File: config.mk
export PLATFORM = sky130hd
export DESIGN_NAME = innings_controller_flat
export DESIGN_NICKNAME = d
export VERILOG_FILES = /design/src/rtl/cricket_pkg.sv /design/src/rtl/innings_controller_if.sv /design/src/rtl/ball_outcome_decoder.sv /design/src/rtl/innings_controller.sv /design/src/flat_wrapper.sv
export SDC_FILE = /design/constraint.sdc
export NUM_CORES = 1
export LEC_CHECK = 0
export ABC_AREA = 0
export CELL_PAD_IN_SITES_DETAIL_PLACEMENT = 1
export CELL_PAD_IN_SITES_GLOBAL_PLACEMENT = 2
export CORE_ASPECT_RATIO = 1.2
export CORE_MARGIN = 2
export CORE_UTILIZATION = 25
export CTS_CLUSTER_DIAMETER = 200
export DETAILED_ROUTE_END_ITERATION = 6
export HOLD_SLACK_MARGIN = 0.03
export MAX_ROUTING_LAYER = met4
export PLACE_DENSITY = 0.65
export SLEW_MARGIN = 15
export SYNTH_ARGS = -nofsm -noshare
export SYNTH_HDL_FRONTEND = slang
export SYNTH_SLANG_ARGS = --single-unit
File: constraint.sdc
create_clock -name clk_fpga -period 2.4 [get_ports clk_fpga]
set_input_delay 0.6 -clock clk_fpga [delete_from_list [all_inputs] [get_ports clk_fpga]]
set_output_delay 0.6 -clock clk_fpga [all_outputs]
set_load 0.01 [all_outputs]
File: src/rtl/cricket_pkg.sv
// Shared match-sequencing types: delivery outcome codes, FSM states,
// winner codes and T20 defaults.
package cricket_pkg;

    localparam int MAX_BALLS_DEF   = 120;
    localparam int MAX_WICKETS_DEF = 10;
    localparam int RUN_W_DEF       = 9;

    localparam logic [3:0] LFSR_WIDE   = 4'd13;
    localparam logic [3:0] LFSR_NOBALL = 4'd14;
    localparam logic [3:0] LFSR_WKT_A  = 4'd8;
    localparam logic [3:0] LFSR_WKT_B  = 4'd15;

    localparam logic [1:0] WIN_NONE = 2'b00;
    localparam logic [1:0] WIN_T1   = 2'b01;
    localparam logic [1:0] WIN_T2   = 2'b10;
    localparam logic [1:0] WIN_TIE  = 2'b11;

    typedef enum logic [2:0] {
        INN1     = 3'd0,
        INN1_CHK = 3'd1,
        BREAK    = 3'd2,
        INN2     = 3'd3,
        INN2_CHK = 3'd4,
        DONE     = 3'd5
    } state_t;

    typedef struct packed {
        logic [2:0] runs;
        logic       wicket;
        logic       legal;
    } outcome_t;

endpackage

File: src/rtl/innings_controller_if.sv
// Bundle between the ball counter / play source and the innings controller.
interface innings_controller_if #(
    parameter int RUN_W = 9
) ();
    logic             play;
    logic [3:0]       lfsr_out;
    logic [6:0]       team1Balls;
    logic [6:0]       team2Balls;
    logic             teamSwitch;
    logic             inningOver;
    logic             gameOver;
    logic [RUN_W-1:0] team1Runs;
    logic [RUN_W-1:0] team2Runs;
    logic [3:0]       team1Wkts;
    logic [3:0]       team2Wkts;
    logic [RUN_W:0]   target;
    logic [1:0]       winner;

    modport master (
        output play, lfsr_out, team1Balls, team2Balls,
        input  teamSwitch, inningOver, gameOver,
        input  team1Runs, team2Runs, team1Wkts, team2Wkts,
        input  target, winner
    );

    modport slave (
        input  play, lfsr_out, team1Balls, team2Balls,
        output teamSwitch, inningOver, gameOver,
        output team1Runs, team2Runs, team1Wkts, team2Wkts,
        output target, winner
    );
endinterface

File: src/rtl/ball_outcome_decoder.sv
// Maps a 4-bit LFSR outcome to runs, wicket and legal-ball flags.
module ball_outcome_decoder
    import cricket_pkg::*;
(
    input  logic [3:0] i_code,
    output outcome_t   o_out
);
    always_comb begin
        o_out = '{runs: 3'd0, wicket: 1'b0, legal: 1'b1};
        case (i_code)
            4'd1, 4'd7:              o_out.runs = 3'd1;
            4'd2, 4'd10:             o_out.runs = 3'd2;
            4'd3:                    o_out.runs = 3'd3;
            4'd4, 4'd11:             o_out.runs = 3'd4;
            4'd6, 4'd12:             o_out.runs = 3'd6;
            LFSR_WKT_A, LFSR_WKT_B:  o_out.wicket = 1'b1;
            LFSR_WIDE, LFSR_NOBALL: begin
                o_out.runs  = 3'd1;
                o_out.legal = 1'b0;
            end
            default:                 o_out.runs = 3'd0;
        endcase
    end
endmodule

File: src/rtl/innings_controller.sv
// Two-innings match sequencer: scores deliveries, detects innings end,
// runs the chase and declares the result.
module innings_controller
    import cricket_pkg::*;
#(
    parameter int MAX_BALLS   = MAX_BALLS_DEF,
    parameter int MAX_WICKETS = MAX_WICKETS_DEF,
    parameter int RUN_W       = RUN_W_DEF
) (
    input logic                 clk_fpga,
    input logic                 reset,
    innings_controller_if.slave bus
);
    localparam logic [6:0] B_MAX = 7'(MAX_BALLS);
    localparam logic [3:0] W_MAX = 4'(MAX_WICKETS);

    outcome_t         w_out;
    state_t           r_state;
    logic [RUN_W-1:0] r_t1_runs;
    logic [RUN_W-1:0] r_t2_runs;
    logic [3:0]       r_t1_wkts;
    logic [3:0]       r_t2_wkts;
    logic [RUN_W:0]   r_target;
    logic [1:0]       r_winner;
    logic             r_switch;
    logic             r_inn_over;
    logic             r_game_over;

    ball_outcome_decoder u_dec (
        .i_code (bus.lfsr_out),
        .o_out  (w_out)
    );

    function automatic logic [RUN_W-1:0] sat_add(
        input logic [RUN_W-1:0] a,
        input logic [2:0]       b
    );
        logic [RUN_W:0] s;
        s = {1'b0, a} + {{(RUN_W-2){1'b0}}, b};
        return s[RUN_W] ? '1 : s[RUN_W-1:0];
    endfunction

    function automatic logic [3:0] wkt_add(
        input logic [3:0] w,
        input logic       hit
    );
        return (hit && w != 4'hF) ? w + 4'd1 : w;
    endfunction

    always_ff @(posedge clk_fpga or posedge reset) begin
        if (reset) begin
            r_state     <= INN1;
            r_t1_runs   <= '0;
            r_t2_runs   <= '0;
            r_t1_wkts   <= '0;
            r_t2_wkts   <= '0;
            r_target    <= '0;
            r_winner    <= WIN_NONE;
            r_switch    <= 1'b0;
            r_inn_over  <= 1'b0;
            r_game_over <= 1'b0;
        end else begin
            unique case (r_state)
                INN1: if (bus.play) begin
                    r_t1_runs <= sat_add(r_t1_runs, w_out.runs);
                    r_t1_wkts <= wkt_add(r_t1_wkts, w_out.wicket);
                    r_state   <= INN1_CHK;
                end
                INN1_CHK: begin
                    if (bus.team1Balls == B_MAX || r_t1_wkts == W_MAX) begin
                        r_inn_over <= 1'b1;
                        r_target   <= {1'b0, r_t1_runs} + (RUN_W+1)'(1);
                        r_state    <= BREAK;
                    end else begin
                        r_state <= INN1;
                    end
                end
                // The start-of-chase press only flips sides; it is not scored.
                BREAK: if (bus.play) begin
                    r_switch   <= 1'b1;
                    r_inn_over <= 1'b0;
                    r_state    <= INN2;
                end
                INN2: if (bus.play) begin
                    r_t2_runs <= sat_add(r_t2_runs, w_out.runs);
                    r_t2_wkts <= wkt_add(r_t2_wkts, w_out.wicket);
                    r_state   <= INN2_CHK;
                end
                INN2_CHK: begin
                    if (r_t2_runs > r_t1_runs) begin
                        r_winner    <= WIN_T2;
                        r_inn_over  <= 1'b1;
                        r_game_over <= 1'b1;
                        r_state     <= DONE;
                    end else if (bus.team2Balls == B_MAX ||
                                 r_t2_wkts == W_MAX) begin
                        r_winner    <= (r_t1_runs > r_t2_runs) ? WIN_T1 : WIN_TIE;
                        r_inn_over  <= 1'b1;
                        r_game_over <= 1'b1;
                        r_state     <= DONE;
                    end else begin
                        r_state <= INN2;
                    end
                end
                DONE: r_state <= DONE;
                default: r_state <= INN1;
            endcase
        end
    end

    assign bus.teamSwitch = r_switch;
    assign bus.inningOver = r_inn_over;
    assign bus.gameOver   = r_game_over;
    assign bus.team1Runs  = r_t1_runs;
    assign bus.team2Runs  = r_t2_runs;
    assign bus.team1Wkts  = r_t1_wkts;
    assign bus.team2Wkts  = r_t2_wkts;
    assign bus.target     = r_target;
    assign bus.winner     = r_winner;
endmodule

File: src/flat_wrapper.sv
// flat-port wrapper written by rule: the top's interface ports become plain ports
module innings_controller_flat import cricket_pkg::*;
#(
    parameter int MAX_BALLS   = MAX_BALLS_DEF,
    parameter int MAX_WICKETS = MAX_WICKETS_DEF,
    parameter int RUN_W       = RUN_W_DEF
)
  (clk_fpga, reset, bus_play, bus_lfsr_out, bus_team1Balls, bus_team2Balls, bus_teamSwitch, bus_inningOver, bus_gameOver, bus_team1Runs, bus_team2Runs, bus_team1Wkts, bus_team2Wkts, bus_target, bus_winner);
  innings_controller_if #(.RUN_W(RUN_W)) bus_i ();
  input logic clk_fpga;
  input logic reset;
  input wire logic [$bits(bus_i.play)-1:0] bus_play;
  input wire logic [$bits(bus_i.lfsr_out)-1:0] bus_lfsr_out;
  input wire logic [$bits(bus_i.team1Balls)-1:0] bus_team1Balls;
  input wire logic [$bits(bus_i.team2Balls)-1:0] bus_team2Balls;
  output wire logic [$bits(bus_i.teamSwitch)-1:0] bus_teamSwitch;
  output wire logic [$bits(bus_i.inningOver)-1:0] bus_inningOver;
  output wire logic [$bits(bus_i.gameOver)-1:0] bus_gameOver;
  output wire logic [$bits(bus_i.team1Runs)-1:0] bus_team1Runs;
  output wire logic [$bits(bus_i.team2Runs)-1:0] bus_team2Runs;
  output wire logic [$bits(bus_i.team1Wkts)-1:0] bus_team1Wkts;
  output wire logic [$bits(bus_i.team2Wkts)-1:0] bus_team2Wkts;
  output wire logic [$bits(bus_i.target)-1:0] bus_target;
  output wire logic [$bits(bus_i.winner)-1:0] bus_winner;
  assign bus_i.play = bus_play;
  assign bus_i.lfsr_out = bus_lfsr_out;
  assign bus_i.team1Balls = bus_team1Balls;
  assign bus_i.team2Balls = bus_team2Balls;
  assign bus_teamSwitch = bus_i.teamSwitch;
  assign bus_inningOver = bus_i.inningOver;
  assign bus_gameOver = bus_i.gameOver;
  assign bus_team1Runs = bus_i.team1Runs;
  assign bus_team2Runs = bus_i.team2Runs;
  assign bus_team1Wkts = bus_i.team1Wkts;
  assign bus_team2Wkts = bus_i.team2Wkts;
  assign bus_target = bus_i.target;
  assign bus_winner = bus_i.winner;
  innings_controller #(.MAX_BALLS(MAX_BALLS), .MAX_WICKETS(MAX_WICKETS), .RUN_W(RUN_W)) u_core (.clk_fpga(clk_fpga), .reset(reset), .bus(bus_i));
endmodule
==> impl_metrics.tcl <==
set metrics [dict create \
    antenna_found_initial 0 \
    synth-edff-count 0 \
    grt_pass1_vias 2841 \
    relSlewSlack_pct 61.40 \
    gp_congestion 0.7928 \
    fp-row-count 42 \
    wl_per_cell_um 15.22 \
    path_cells "ha_1, a21oi_1, o21ai_0, o31ai_1, nand2_1, a31o_2" \
    firstDrtPassIters 4 \
    ys_ff_latch 44 \
    r2r-start "u_core.bus.team2Runs[8]" \
    crit_arrival_ns 2.43 \
    ir_drop_mv 0.2591 \
    final_util_pct 36.33 \
    synth_most_common_cell "dfrtp_1" \
    worstSkewPairLatency_ns 0.29 \
    syn-cell-area_mm2 0.002858 \
    async_flop_share_pct 100.0 \
    area_delta_synth_final_pct 40.98 \
    io_pins 62 \
    fin_crit_sh_pct 93.75 \
    h-tree-depth 2 \
    root_buffer "clkbuf_16" \
    post_synth.cell_area_avg_um2 9.339 \
    fmaxAchievable_mhz 444.4 \
    ys_top_cells_by_count "dfrtp_1 (44), nand2_1 (39), ha_1 (20), inv_1 (19), nor2_1 (19)" \
    timing.rr.end "u_core.bus.gameOver" \
    fin_skew_ns 0.003871 \
    grtUsageTotal_pct 15.25 \
    fp.dieH_um 121.1 \
    synth_top_area_share_pct 38.53 \
    max_stage_delay_ns 0.52 \
    hp-class "register to register" \
    die_x_um 101.6 \
    ant_nets 0 \
    worst-path-max-fanout 5 \
    post-cts-setup-buffer-count 0 \
    vias_per_cell 4.737 \
    r2r_cells 6 \
    ff2ff_setup_slack_ns 0.15 \
    cts_tree "built" \
    drc 0 \
    clock_sinks 44 \
    hold_viol_final 0 \
    yosys.area.top_type "dfrtp_1" \
    grt.overflow.total 0 \
    synthCells 306 \
    yosysSeqAreaShare_pct 38.53 \
    ys_types 60 \
    syn-num-nets 347 \
    path_clk_slew_ns 0.07 \
    status "complete, no violations" \
    leakagePower_uw 0.001791 \
    routed_wirelength_um 8445 \
    setup_viol 0 \
    hp-start "u_core.bus.teamSwitch" \
    worst_setup_path_end_kind "register" \
    period_minus_slack_ns 2.250 \
    die-area_mm2 0.01231 \
    crit_type "register to register" \
    grt_max_degree 45 \
    clockBufferDepth 2 \
    fin_cells 555 \
    startpoint_type "register" \
    dp.cells 547 \
    ctsHoldBuffers 0 \
    yosysWarnings 0 \
    hold_end "u_core.bus.teamSwitch" \
    synthTopCellsByArea "dfrtp_1 (39%), ha_1 (8.8%), nand2_1 (5.1%)" \
    grt_pass1_wl_um 14460 \
    drv_slew 0 \
    worstMarginPinSlew_ns 0.5740 \
    cp_slowest_cell "o31ai_1" \
    required_ns 2.58 \
    cts-buffers-inserted 5 \
    drv_cap 0 \
    vias 2629 \
    drive_above_1_share_pct 17.96 \
    nets 441 \
    pwr_density_cell_mw_per_mm2 595.5 \
    dpl.hpwl_um 6661 \
    critPathBufInv 0 \
    portBuffers 61 \
    rsz0062_at_grt "false" \
    drt_first_iter_violations 93 \
    synth_flop_cell "dfrtp_1" \
    coreArea_mm2 0.01109 \
    fillers 1287 \
    fin_tns_setup_ns 0 \
    cpLargestDelayFamily "compound AO/OA/AOI/OAI gates" \
    start_util_pct 25.77 \
    antenna_cells 0 \
    worst_hold_path.num_cells 1 \
]
per-stage QoR:
step / cell area, um^2 / total power [uW] / hold WS [ns] / setup slack, ns
global route: 4029 / 2576 / 0.4880 / 0.02850
CTS: 4036 / 2439 / 0.4724 / 0.0001212
finish: 4029 / 2399 / 0.4676 / 0.1500
floorplan: 2860 / 1324 / 0.5115 / 0.02755
detailed placement: 3892 / 1728 / 0.4575 / -0.6260
global placement: 3892 / 1712 / 0.4570 / -0.5152
kinds of logic after synthesis:
group	after synthesis	synth area share (%)
AO/OA/AOI/OAI	77	19.62
flip-flops	44	38.53
adder cells (fa/ha/maj)	21	9.151
XOR/XNOR	20	6.129
multiplexers	5	1.970
AND/OR/NAND/NOR	106	19.18
buffers and inverters	33	5.429
power by group:
| part | leakage, uW | total (uW) | switching (uW) | internal [uW] |
|---|---|---|---|---|
| combinational | 0.00115 | 807 | 397 | 410 |
| clock | 0.0000736 | 701 | 316 | 385 |
| sequential | 0.000569 | 892 | 79.9 | 812 |
how the worst max path moves through the flow:
| stage | start | endpoint | slack, ns | cells past startpoint |
|---|---|---|---|---|
| after floorplan | bus_lfsr_out[3] | u_core.bus.team2Runs[8] | 0.03 | 10 |
| after global placement | bus_lfsr_out[3] | u_core.bus.team1Runs[6] | -0.52 | 11 |
| after detailed placement | bus_lfsr_out[3] | u_core.bus.team1Runs[4] | -0.63 | 11 |
| after CTS | bus_lfsr_out[0] | u_core.bus.team1Runs[6] | 0.0001 | 10 |
| after global routing | u_core.bus.team2Runs[8] | u_core.bus.gameOver | 0.03 | 6 |
| final | u_core.bus.team2Runs[8] | u_core.bus.gameOver | 0.15 | 6 |
cells in the final DEF, fill, tap and decap left out, types with 2 or more instances in the layout:
master and count:
clkdlybuf4s50_1 57, dfrtp_1 44, buf_4 39, nand2_1 38, nor2_1 19, inv_1 18, o21ai_0 17, ha_1 17
xnor2_1 16, a21oi_1 14, nand3_1 13, a31oi_1 7, nand3b_1 7, nor3_1 6, o21a_1 5, o211ai_1 5
clkbuf_16 5, xor2_1 4, and3_1 3, nand4_1 3, mux2i_1 3, ha_2 3, and2_1 2, a21o_1 2
o211a_1 2, o31a_1 2, a311o_1 2, o41ai_1 2, o31ai_1 2, a31o_2 2, nor2b_1 2, nand2b_1 2
clkinv_2 2, clkbuf_2 2, buf_2 2
layout make-up:
class | count | area [um^2] | area share (%)
Inverter | 19 | 71.32 | 1.770
Tap cell | 154 | 192.7 | 4.783
Clock buffer | 5 | 125.1 | 3.106
Timing Repair Buffer | 101 | 903.4 | 22.42
Sequential cell | 44 | 1101 | 27.33
Clock inverter | 3 | 18.77 | 0.4658
Multi-Input combinational cell | 229 | 1617 | 40.12
what timing repair did:
item / 4_1_cts / 5_1_grt
resized for setup: 8 / 12
setup endpoints to repair: 18 / 11
pin swaps: 1 / 4
cloned: 0 / 0
registers in the layout, summed over array words and instances, names as in the netlist, 2 cells and up:
name	flops
u_core.bus.team2Wkts	4
u_core.r_state	3
u_core.bus.team1Wkts	4
u_core.bus.target	10
u_core.bus.team1Runs	9
u_core.bus.winner	2
u_core.bus.team2Runs	9
worst reg2reg max path, stage by stage, from the launching register on:
cell and delay (ns):
dfrtp_1 0.44, ha_1 0.35, a21oi_1 0.22, o21ai_0 0.19, o31ai_1 0.52, nand2_1 0.15
a31o_2 0.27
layer usage:
metal	share of wire, %	vias up	track usage, %
met5	0	-	-
met4	1.1	0	3.547
met3	2.0	6	2.419
met2	52	31	26.64
met1	45	1305	18.30
li1	-	1287	-
Note: power is estimated with default switching activity, not from simulation.
